**src/rtl/dct_pkg.sv**
```systemverilog
// Shared types and helpers for the DCT datapath stages.
// Latency: n/a (declarations only).
// Backpressure: n/a.
// Contents: default lane widths and rows per block, lane typedefs, and sat_s(),
// a signed clamp to a w-bit two's-complement range.
package dct_pkg;

   localparam int IN_W_DEF  = 12;
   localparam int OUT_W_DEF = 8;
   localparam int ROWS_DEF  = 4;

   typedef logic signed [IN_W_DEF-1:0]  lane_in_t;
   typedef logic signed [OUT_W_DEF-1:0] lane_out_t;

   // Clamp v into [-2**(w-1), 2**(w-1)-1]; w must be in 2..31.
   function automatic logic signed [31:0] sat_s(input logic signed [31:0] v, input int w);
      logic signed [31:0] hi;
      logic signed [31:0] lo;
      hi = (32'sd1 <<< (w - 1)) - 32'sd1;
      lo = -(32'sd1 <<< (w - 1));
      if (v > hi)
         return hi;
      else if (v < lo)
         return lo;
      else
         return v;
   endfunction

endpackage

```
**src/rtl/treatment_inv_lane.sv**
```systemverilog
// One lane of inverse-transform output treatment: round, arithmetic shift, clamp.
// Latency: combinational.
// Backpressure: none; the caller owns all handshaking.
// Ports: i_x signed IN_W-bit input; o_y signed OUT_W-bit clamped result; o_sat high when
// the rounded value fell outside the OUT_W range and was clamped.
module treatment_inv_lane
   import dct_pkg::*;
#(
   parameter int IN_W  = IN_W_DEF,
   parameter int OUT_W = OUT_W_DEF,
   parameter int SHIFT = 2
) (
   input  logic signed [IN_W-1:0]  i_x,
   output logic signed [OUT_W-1:0] o_y,
   output logic                    o_sat
);

   // Rounding constant: half an LSB of the shifted result, zero when SHIFT is 0.
   localparam logic signed [IN_W:0] HALF = (IN_W+1)'((1 << SHIFT) >> 1);

   logic signed [IN_W:0] w_ext;
   logic signed [IN_W:0] w_sum;
   logic signed [IN_W:0] w_r;
   logic signed [31:0]   w_r32;
   logic signed [31:0]   w_y32;

   // One bit of headroom so the rounding add never overflows.
   assign w_ext = $signed({i_x[IN_W-1], i_x});
   assign w_sum = w_ext + HALF;
   assign w_r   = w_sum >>> SHIFT;
   assign w_r32 = 32'(w_r);
   assign w_y32 = sat_s(w_r32, OUT_W);

   assign o_y   = w_y32[OUT_W-1:0];
   assign o_sat = (w_y32 != w_r32);

endmodule

```
**src/rtl/treatment_inv.sv**
```systemverilog
// Inverse-transform output treatment: per-lane round/shift/clamp of a 4-lane row, block-row tagging.
// Latency: 2 cycles from input handshake to out_valid; 1 row per cycle throughput.
// Backpressure: 2-stage valid/ready pipe, in_ready = !s1_full | s2 can advance (no in_valid path).
// Ports: clk/rst (sync, active high); in_valid/in_ready/in_data row input; out_valid/out_ready/
// out_data/out_last row output; sat_clr clears sat_cnt, the saturating count of clamped lanes.
module treatment_inv
   import dct_pkg::*;
#(
   parameter int IN_W  = IN_W_DEF,
   parameter int OUT_W = OUT_W_DEF,
   parameter int SHIFT = 2,
   parameter int ROWS  = ROWS_DEF,
   parameter int CNT_W = 16
) (
   input  logic                      clk,
   input  logic                      rst,
   input  logic                      in_valid,
   output logic                      in_ready,
   input  logic [3:0][IN_W-1:0]      in_data,
   output logic                      out_valid,
   input  logic                      out_ready,
   output logic [3:0][OUT_W-1:0]     out_data,
   output logic                      out_last,
   input  logic                      sat_clr,
   output logic [CNT_W-1:0]          sat_cnt
);

   localparam int RW = (ROWS > 1) ? $clog2(ROWS) : 1;

   logic                   r_s1_vld;
   logic [3:0][IN_W-1:0]   r_s1_dat;
   logic                   r_out_vld;
   logic [3:0][OUT_W-1:0]  r_out_dat;
   logic [RW-1:0]          r_row;
   logic [CNT_W-1:0]       r_sat_cnt;

   logic                   w_s2_adv;
   logic                   w_s1_adv;
   logic                   w_s1_xfer;
   logic [3:0][OUT_W-1:0]  w_y;
   logic [3:0]             w_sat;
   logic [2:0]             w_nsat;
   logic [CNT_W:0]         w_cnt_sum;

   assign w_s2_adv  = !r_out_vld | out_ready;
   assign w_s1_adv  = !r_s1_vld | w_s2_adv;
   assign w_s1_xfer = r_s1_vld & w_s2_adv;

   // S1 holds the raw row; round and clamp are evaluated between S1 and the output
   // registers, so the clamp flags line up with the S1->S2 transfer that counts them.
   for (genvar g = 0; g < 4; g++) begin : g_lane
      treatment_inv_lane #(
         .IN_W  (IN_W),
         .OUT_W (OUT_W),
         .SHIFT (SHIFT)
      ) u_lane (
         .i_x   (r_s1_dat[g]),
         .o_y   (w_y[g]),
         .o_sat (w_sat[g])
      );
   end

   assign w_nsat    = 3'(w_sat[0]) + 3'(w_sat[1]) + 3'(w_sat[2]) + 3'(w_sat[3]);
   assign w_cnt_sum = {1'b0, r_sat_cnt} + (CNT_W+1)'(w_nsat);

   always_ff @(posedge clk) begin
      if (rst) begin
         r_s1_vld  <= 1'b0;
         r_s1_dat  <= '0;
         r_out_vld <= 1'b0;
         r_out_dat <= '0;
         r_row     <= '0;
         r_sat_cnt <= '0;
      end else begin
         if (w_s1_adv) begin
            r_s1_vld <= in_valid;
            if (in_valid)
               r_s1_dat <= in_data;
         end
         if (w_s2_adv) begin
            r_out_vld <= r_s1_vld;
            if (r_s1_vld)
               r_out_dat <= w_y;
         end
         if (r_out_vld && out_ready)
            r_row <= (r_row == RW'(ROWS - 1)) ? '0 : r_row + RW'(1);
         // Clear wins over a same-cycle increment; the sum saturates instead of wrapping.
         if (sat_clr)
            r_sat_cnt <= '0;
         else if (w_s1_xfer)
            r_sat_cnt <= w_cnt_sum[CNT_W] ? '1 : w_cnt_sum[CNT_W-1:0];
      end
   end

   assign in_ready  = w_s1_adv;
   assign out_valid = r_out_vld;
   assign out_data  = r_out_dat;
   assign out_last  = r_out_vld & (r_row == RW'(ROWS - 1));
   assign sat_cnt   = r_sat_cnt;

endmodule
```
**config.mk**
```make
export PLATFORM = sky130hd
export DESIGN_NAME = treatment_inv
export DESIGN_NICKNAME = d
export VERILOG_FILES = /design/src/rtl/dct_pkg.sv /design/src/rtl/treatment_inv_lane.sv /design/src/rtl/treatment_inv.sv
export SDC_FILE = /design/constraint.sdc
export NUM_CORES = 1
export LEC_CHECK = 0
export CAP_MARGIN = 20
export CORE_ASPECT_RATIO = 1.2
export CORE_MARGIN = 2
export CORE_UTILIZATION = 52
export CTS_CLUSTER_SIZE = 20
export DETAILED_ROUTE_END_ITERATION = 6
export PLACE_DENSITY = 0.79
export SLEW_MARGIN = 10
export SYNTH_ARGS = -nofsm -noshare
export SYNTH_HDL_FRONTEND = slang
export SYNTH_SLANG_ARGS = --single-unit
```
**constraint.sdc**
```tcl
create_clock -name clk -period 6 [get_ports clk]
set_clock_uncertainty 0.15 [all_clocks]
set_input_delay 1.2 -clock clk [delete_from_list [all_inputs] [get_ports clk]]
set_output_delay 1.2 -clock clk [all_outputs]
set_load 0.02 [all_outputs]
```
# Yosys cells after proc, flatten, opt, wreduce, memory -nomap -nowiden
# Index checks and enable logic that the tools add are counted.
# op_classes
n_addsub,9
multipliers,0
div,0
n_lt_le_gt_ge,8
n_eq_ne,5
shifts,0
n_mux,10
n_bitwise,4
reduce_logical,6
# op_table
operator,n
$mux W32,8
$ne A32 B11 Y1,4
$add A12 B3 Y13 const B,4
$gt A11 B8 Y1 const B,4
$lt A11 B8 Y1 const B,4
$add A16 B3 Y17,1
$mux W16,1
$reduce_and A2 Y1,2
$add A2 B1 Y3,1
$add A3 B1 Y3,1
$add A1 B1 Y2,1
$add A2 B1 Y2 const B,1
$and A1 B1 Y1,2
$eq A2 B2 Y1 const B,1
$logic_not A1 Y1,2
$mux W2,1
$or A1 B1 Y1,2
$reduce_or A2 Y1,1
$logic_and A1 B1 Y1,1
# word_totals
register_bits,100
latchBits,0
ram_bits,0
rom_bits,0
input_bits,53
output_inout_bits,51
elab_cells,54
n_memories,0

# Longest topological paths before layout
# depth
word_depth,10
depth_mapped,20
depth_no_buf,19

# Modules after synthesis
# From an unflattened synthesis, not the netlist that was laid out.
# hier_totals
cells_unflattened,716
area_unflattened_um2,5520.3
# modules_own_cells
mod,n_inst,cells_each,area_each_um2,seq_area_each_um2
treatment_inv,1,464,3803.6,2001.9
treatment_inv_lane,4,63,429.2,0.0

# Worst setup path after synthesis
# OpenSTA, ideal clock, no wires.
# synth_path
kind,register to register
start,reg r_s1_dat[1] (netlist bit)
end,reg r_sat_cnt[12] (netlist: sat_cnt[12])
setup_ns,0.128
arrival_ns,4.246
required_ns,5.722
slack_ns,1.477
stages_incl_launch_ff,19
path_buffers,2
synth_period_minus_slack_ns,4.523
cell_sequence,dfxtp_1 ha_1 buf_2 nand3_1 or4_1 and3_1 nand2b_1 ha_1 buf_1 a32oi_1 fa_1 fa_1 inv_1 fa_1 nor4bb_1 nor2b_1 and3_1 mux2i_1 nor2_1
# synth_between
elab_chain_len,10
elab_cells_between_ends,11
classes_between,add/sub: 5; order compare: 2; eq/ne: 1; mux: 3
# synth_lines
element,line,rtl
"start, declared",treatment_inv.sv:31,logic [3:0][IN_W-1:0] r_s1_dat;
"start signal, assigned",treatment_inv.sv:78,r_s1_dat <= in_data;
$add A12 B3 Y13 (*),treatment_inv_lane.sv:29,assign w_sum = w_ext + HALF;
$lt A11 B8 Y1,dct_pkg.sv:23,else if (v < lo)
$mux W32,dct_pkg.sv:23,
$mux W32,dct_pkg.sv:21,if (v > hi)
$ne A32 B11 Y1 (*),treatment_inv_lane.sv:35,assign o_sat = (w_y32 != w_r32);
$add A1 B1 Y2 (*),treatment_inv.sv:63,assign w_nsat = 3'(w_sat[0]) + 3'(w_sat[1]) + 3'(w_sat[2]) + 3'(w_sat[3]);
$add A2 B1 Y3 (*),treatment_inv.sv:63,
$add A3 B1 Y3 (*),treatment_inv.sv:63,
$add A16 B3 Y17 (*),treatment_inv.sv:64,"assign w_cnt_sum = {1'b0, r_sat_cnt} + (CNT_W+1)'(w_nsat);"
$mux W16 (*),treatment_inv.sv:91,r_sat_cnt <= w_cnt_sum[CNT_W] ? '1 : w_cnt_sum[CNT_W-1:0];
"end signal, assigned",treatment_inv.sv:91,
"end, declared",treatment_inv.sv:35,logic [CNT_W-1:0] r_sat_cnt;
# Every way passes the cells marked *; elsewhere a longest branch is shown, timed or not.
# A chain may end at the register's enable or synchronous reset.

# Final worst setup path
# layout_path
start,reg r_s1_dat[2] (netlist bit)
end,reg r_sat_cnt[7] (netlist: sat_cnt[7])
# The elaborated chain is that of the path after synthesis.

==> flow_metrics.py <==
metrics = {
    "outcome": {
        "status": "finished clean",
    },
    "detailed_routing": {
        "drt_first_pass_iters": 6,
        "wl_met1_um": 5080,
        "dr_wl_met3_um": 589,
        "drtAntennaViolNets": 0,
        "first_iter_violations": 236,
        "via_per_inst": 5.50,
        "post_drt_wl_per_cell_um": 13.5,
        "vias": 4767,
        "wl_met2_um": 5860,
        "top_signal_layer_used": "met4",
        "routed_wl_um": 11700,
        "drc": 0,
    },
    "clock_network": {
        "htreeDepth": 3,
        "postCtsHoldBufs": 0,
        "post_cts_buffers": 0,
        "cts_max_path_buffers": 2,
        "cts-root-buf": "clkbuf_16",
        "clkLatencyLatePin_ns": 0.34,
        "cts_tree": "yes",
        "cts_buffers": 9,
        "ctsResizeCount": 0,
        "numClockSinks": 96,
        "clk_pin_slew_ns": 0.06,
    },
    "floorplan": {
        "core_area_um2": 9420,
        "die_h_um": 111,
        "start_util_pct": 53.1,
        "rows": 39,
        "die-area_um2": 10400,
        "fp.dieW_um": 93.5,
        "ioPinCount": 104,
    },
    "setup_path": {
        "critical_path_class": "register to register",
        "start_kind": "register",
        "path_cells": "ha_1 -> nand3_1 -> or4_1 -> and3_1 -> nand2b_1 -> ha_1 -> a32oi_1 -> fa_1 -> fa_1 -> inv_1 -> fa_1 -> nor4bb_1 -> nor2b_1 -> nand2_1 -> a21oi_1",
        "worstPathRequired_ns": 6.12,
        "slowest_stage": "fa_1",
        "end_kind": "register",
        "worstPathMaxFanout": 11,
        "cp_slowest_stage_delay_ns": 0.50,
        "arrival_ns": 5.30,
        "path_common_cell": "fa_1",
    },
    "sta": {
        "tightestPinTransition_ns": 0.997,
        "rsz0062_at_grt": "false",
        "post-route-period-util_pct": 86.3,
        "hold_viol": 0,
        "setup_viol": 0,
        "period_needed_ns": 5.18,
        "max_clock_freq_mhz": 193,
        "slew-limit-headroom_pct": 33.0,
        "setup_tns_ns": 0,
        "slew_violations": 0,
    },
    "synthesis": {
        "synth_flop_cell": "dfxtp_1",
        "ys_ff_latch": 96,
        "synthesis.area_um2": 5000,
        "syn_area_per_cell_um2": 7.45,
        "yosysSeqAreaShare_pct": 38.5,
        "async_flop_share_pct": 0,
        "syn_nets": 737,
        "synth_edf_count": 0,
        "synth_cell_types": 54,
        "syn_inst": 671,
        "yosysWarningCount": 0,
    },
    "cells_and_area": {
        "area_growth_pct": 25.4,
        "drive_gt1_share_pct": 3.36,
        "antenna-diode-count": 0,
        "nets": 807,
        "stdcell_count": 867,
        "final_area_um2": 6270,
    },
    "placed_design": {
        "place_congestion": 0.873,
        "port_buffers": 99,
        "place_area_um2": 5990,
        "dp_cells": 853,
        "dp_hpwl_um": 8370,
    },
    "global_routing": {
        "grt.overflow.total": 0,
        "grt_max_degree": 66,
        "grt_pass1_wl_um": 20100,
        "grt_pass1_vias": 4512,
        "antenna_found_initial": 0,
        "grt_util_all_layers_pct": 23.5,
    },
    "power_and_ir_drop": {
        "p_leak_uw": 0.00227,
        "peakVddDrop_v": 0.000140,
        "total_power_uw": 1490,
        "power_density_nw_per_um2": 237,
    },
    "min_path": {
        "hold_path.class": "register to register",
    },
    "job": {
        "drv_cap": 0,
    },
}
==> cells in the final DEF (no fill, tap or decap), types with 2 or more instances in the layout <==
master             n
or2_2              4
a21o_1             2
xor2_1            22
or3_1              4
nor4_1             5
nor3_1            13
nand4b_1           3
nand4_2            2
nor2b_1            4
o22ai_1           14
a31oi_1            8
and3_1             7
a211oi_1           5
inv_1             17
clkbuf_16          9
xnor2_1           17
o21ai_0           23
mux2i_1            4
clkdlybuf4s50_1   98
fa_1               3
nand2b_1           5
buf_4              4
nand4_1           10
clkbuf_8           3
a21oi_1           73
nand2_1          135
nand3_1           29
ha_1              10
dfxtp_1           96
o21a_1             8
or4_1              5
and4_1             2
nor2_1            71
and2_1             6
clkbuf_1           2
==> cell type report <==
class	instances	area, µm²
clock buffers	14	274
fillers	824	3150
inverters	17	63.8
multi-input cells	514	2840
flip-flops and latches	96	1920
well taps	123	154
repair buffers	103	1020
==> worst max-delay path, delay by kind of cell, from the launching register on <==
family,cells,cell delay (ns)
and+or+nand+nor,7,2.01
adders and majority gates,5,1.96
AOI/OAI and AO/OA,2,0.53
DFF,1,0.37
buffers and inverters,1,0.08
==> final timing paths <==
check | start | to | slack (ns) | depth (start not counted)
setup / recovery | r_s1_dat[2]$_SDFFE_PP0P_ | sat_cnt[7]$_SDFFE_PP0P_ | 0.82 | 15
setup reg to reg | r_s1_dat[2]$_SDFFE_PP0P_ | sat_cnt[7]$_SDFFE_PP0P_ | 0.82 | 15
hold reg to reg | r_row[1]$_SDFFE_PP0P_ | r_row[1]$_SDFFE_PP0P_ | 0.31 | 2
hold / removal | r_row[1]$_SDFFE_PP0P_ | r_row[1]$_SDFFE_PP0P_ | 0.31 | 2
==> cell usage after synthesis (all sizes together), types with 5 or more instances <==
master | count | area (µm²)
o21ai | 23 | 115
or4 | 5 | 37.5
ha | 10 | 125
dfxtp | 96 | 1920
a21oi | 73 | 365
a31oi | 8 | 50.1
xor2 | 22 | 193
clkbuf | 38 | 145
xnor2 | 17 | 149
nor2 | 72 | 273
o22ai | 14 | 87.6
nor3 | 13 | 65.1
buf | 6 | 27.5
inv | 17 | 63.8
nand4 | 12 | 87.6
nand2 | 135 | 507
a211oi | 5 | 37.5
nor4 | 5 | 31.3
nand2b | 5 | 31.3
and3 | 7 | 43.8
nand3 | 29 | 145
and2 | 6 | 37.5
o21a | 8 | 60.1
==> registers in the layout (all words and copies together), names as in the netlist <==
| signal | flops |
|---|---|
| r_s1_dat | 44 |
| out_data | 32 |
| sat_cnt | 16 |
| r_row | 2 |
| out_valid | 1 |
| r_s1_vld | 1 |
==> per-layer routing <==
metal | track usage, % | vias up
met5 | 0 | -
met4 | 8.24 | 0
met3 | 4.26 | 17
met2 | 41.6 | 114
met1 | 28.2 | 2189
li1 | - | 2447
==> cell families after synthesis <==
logic type      share of synthesized area, %
flops                                   38.5
mux                                    0.801
buf+inv                                 4.73
compound gates                          17.4
xor+xnor                                6.84
fa+ha+maj                               3.71
simple gates                            28.1
==> power by group <==
group          switching (µW)  internal, µW  total (µW)
clock network             225           311         536
registers                36.7           671         708
logic                     124           117         241
total                     386          1100        1490
==> metrics by stage <==
stage	utilization, %	setup slack (ns)	hold WS (ns)
after CTS	66.6	0.792	0.312
after global placement	63.7	0.955	0.296
after floorplan	-	1.48	0.290
final	66.6	0.819	0.312
after detailed placement	63.7	0.887	0.304
after global routing	66.6	0.254	0.334
No activity file was read; power rests on OpenSTA's default activity.
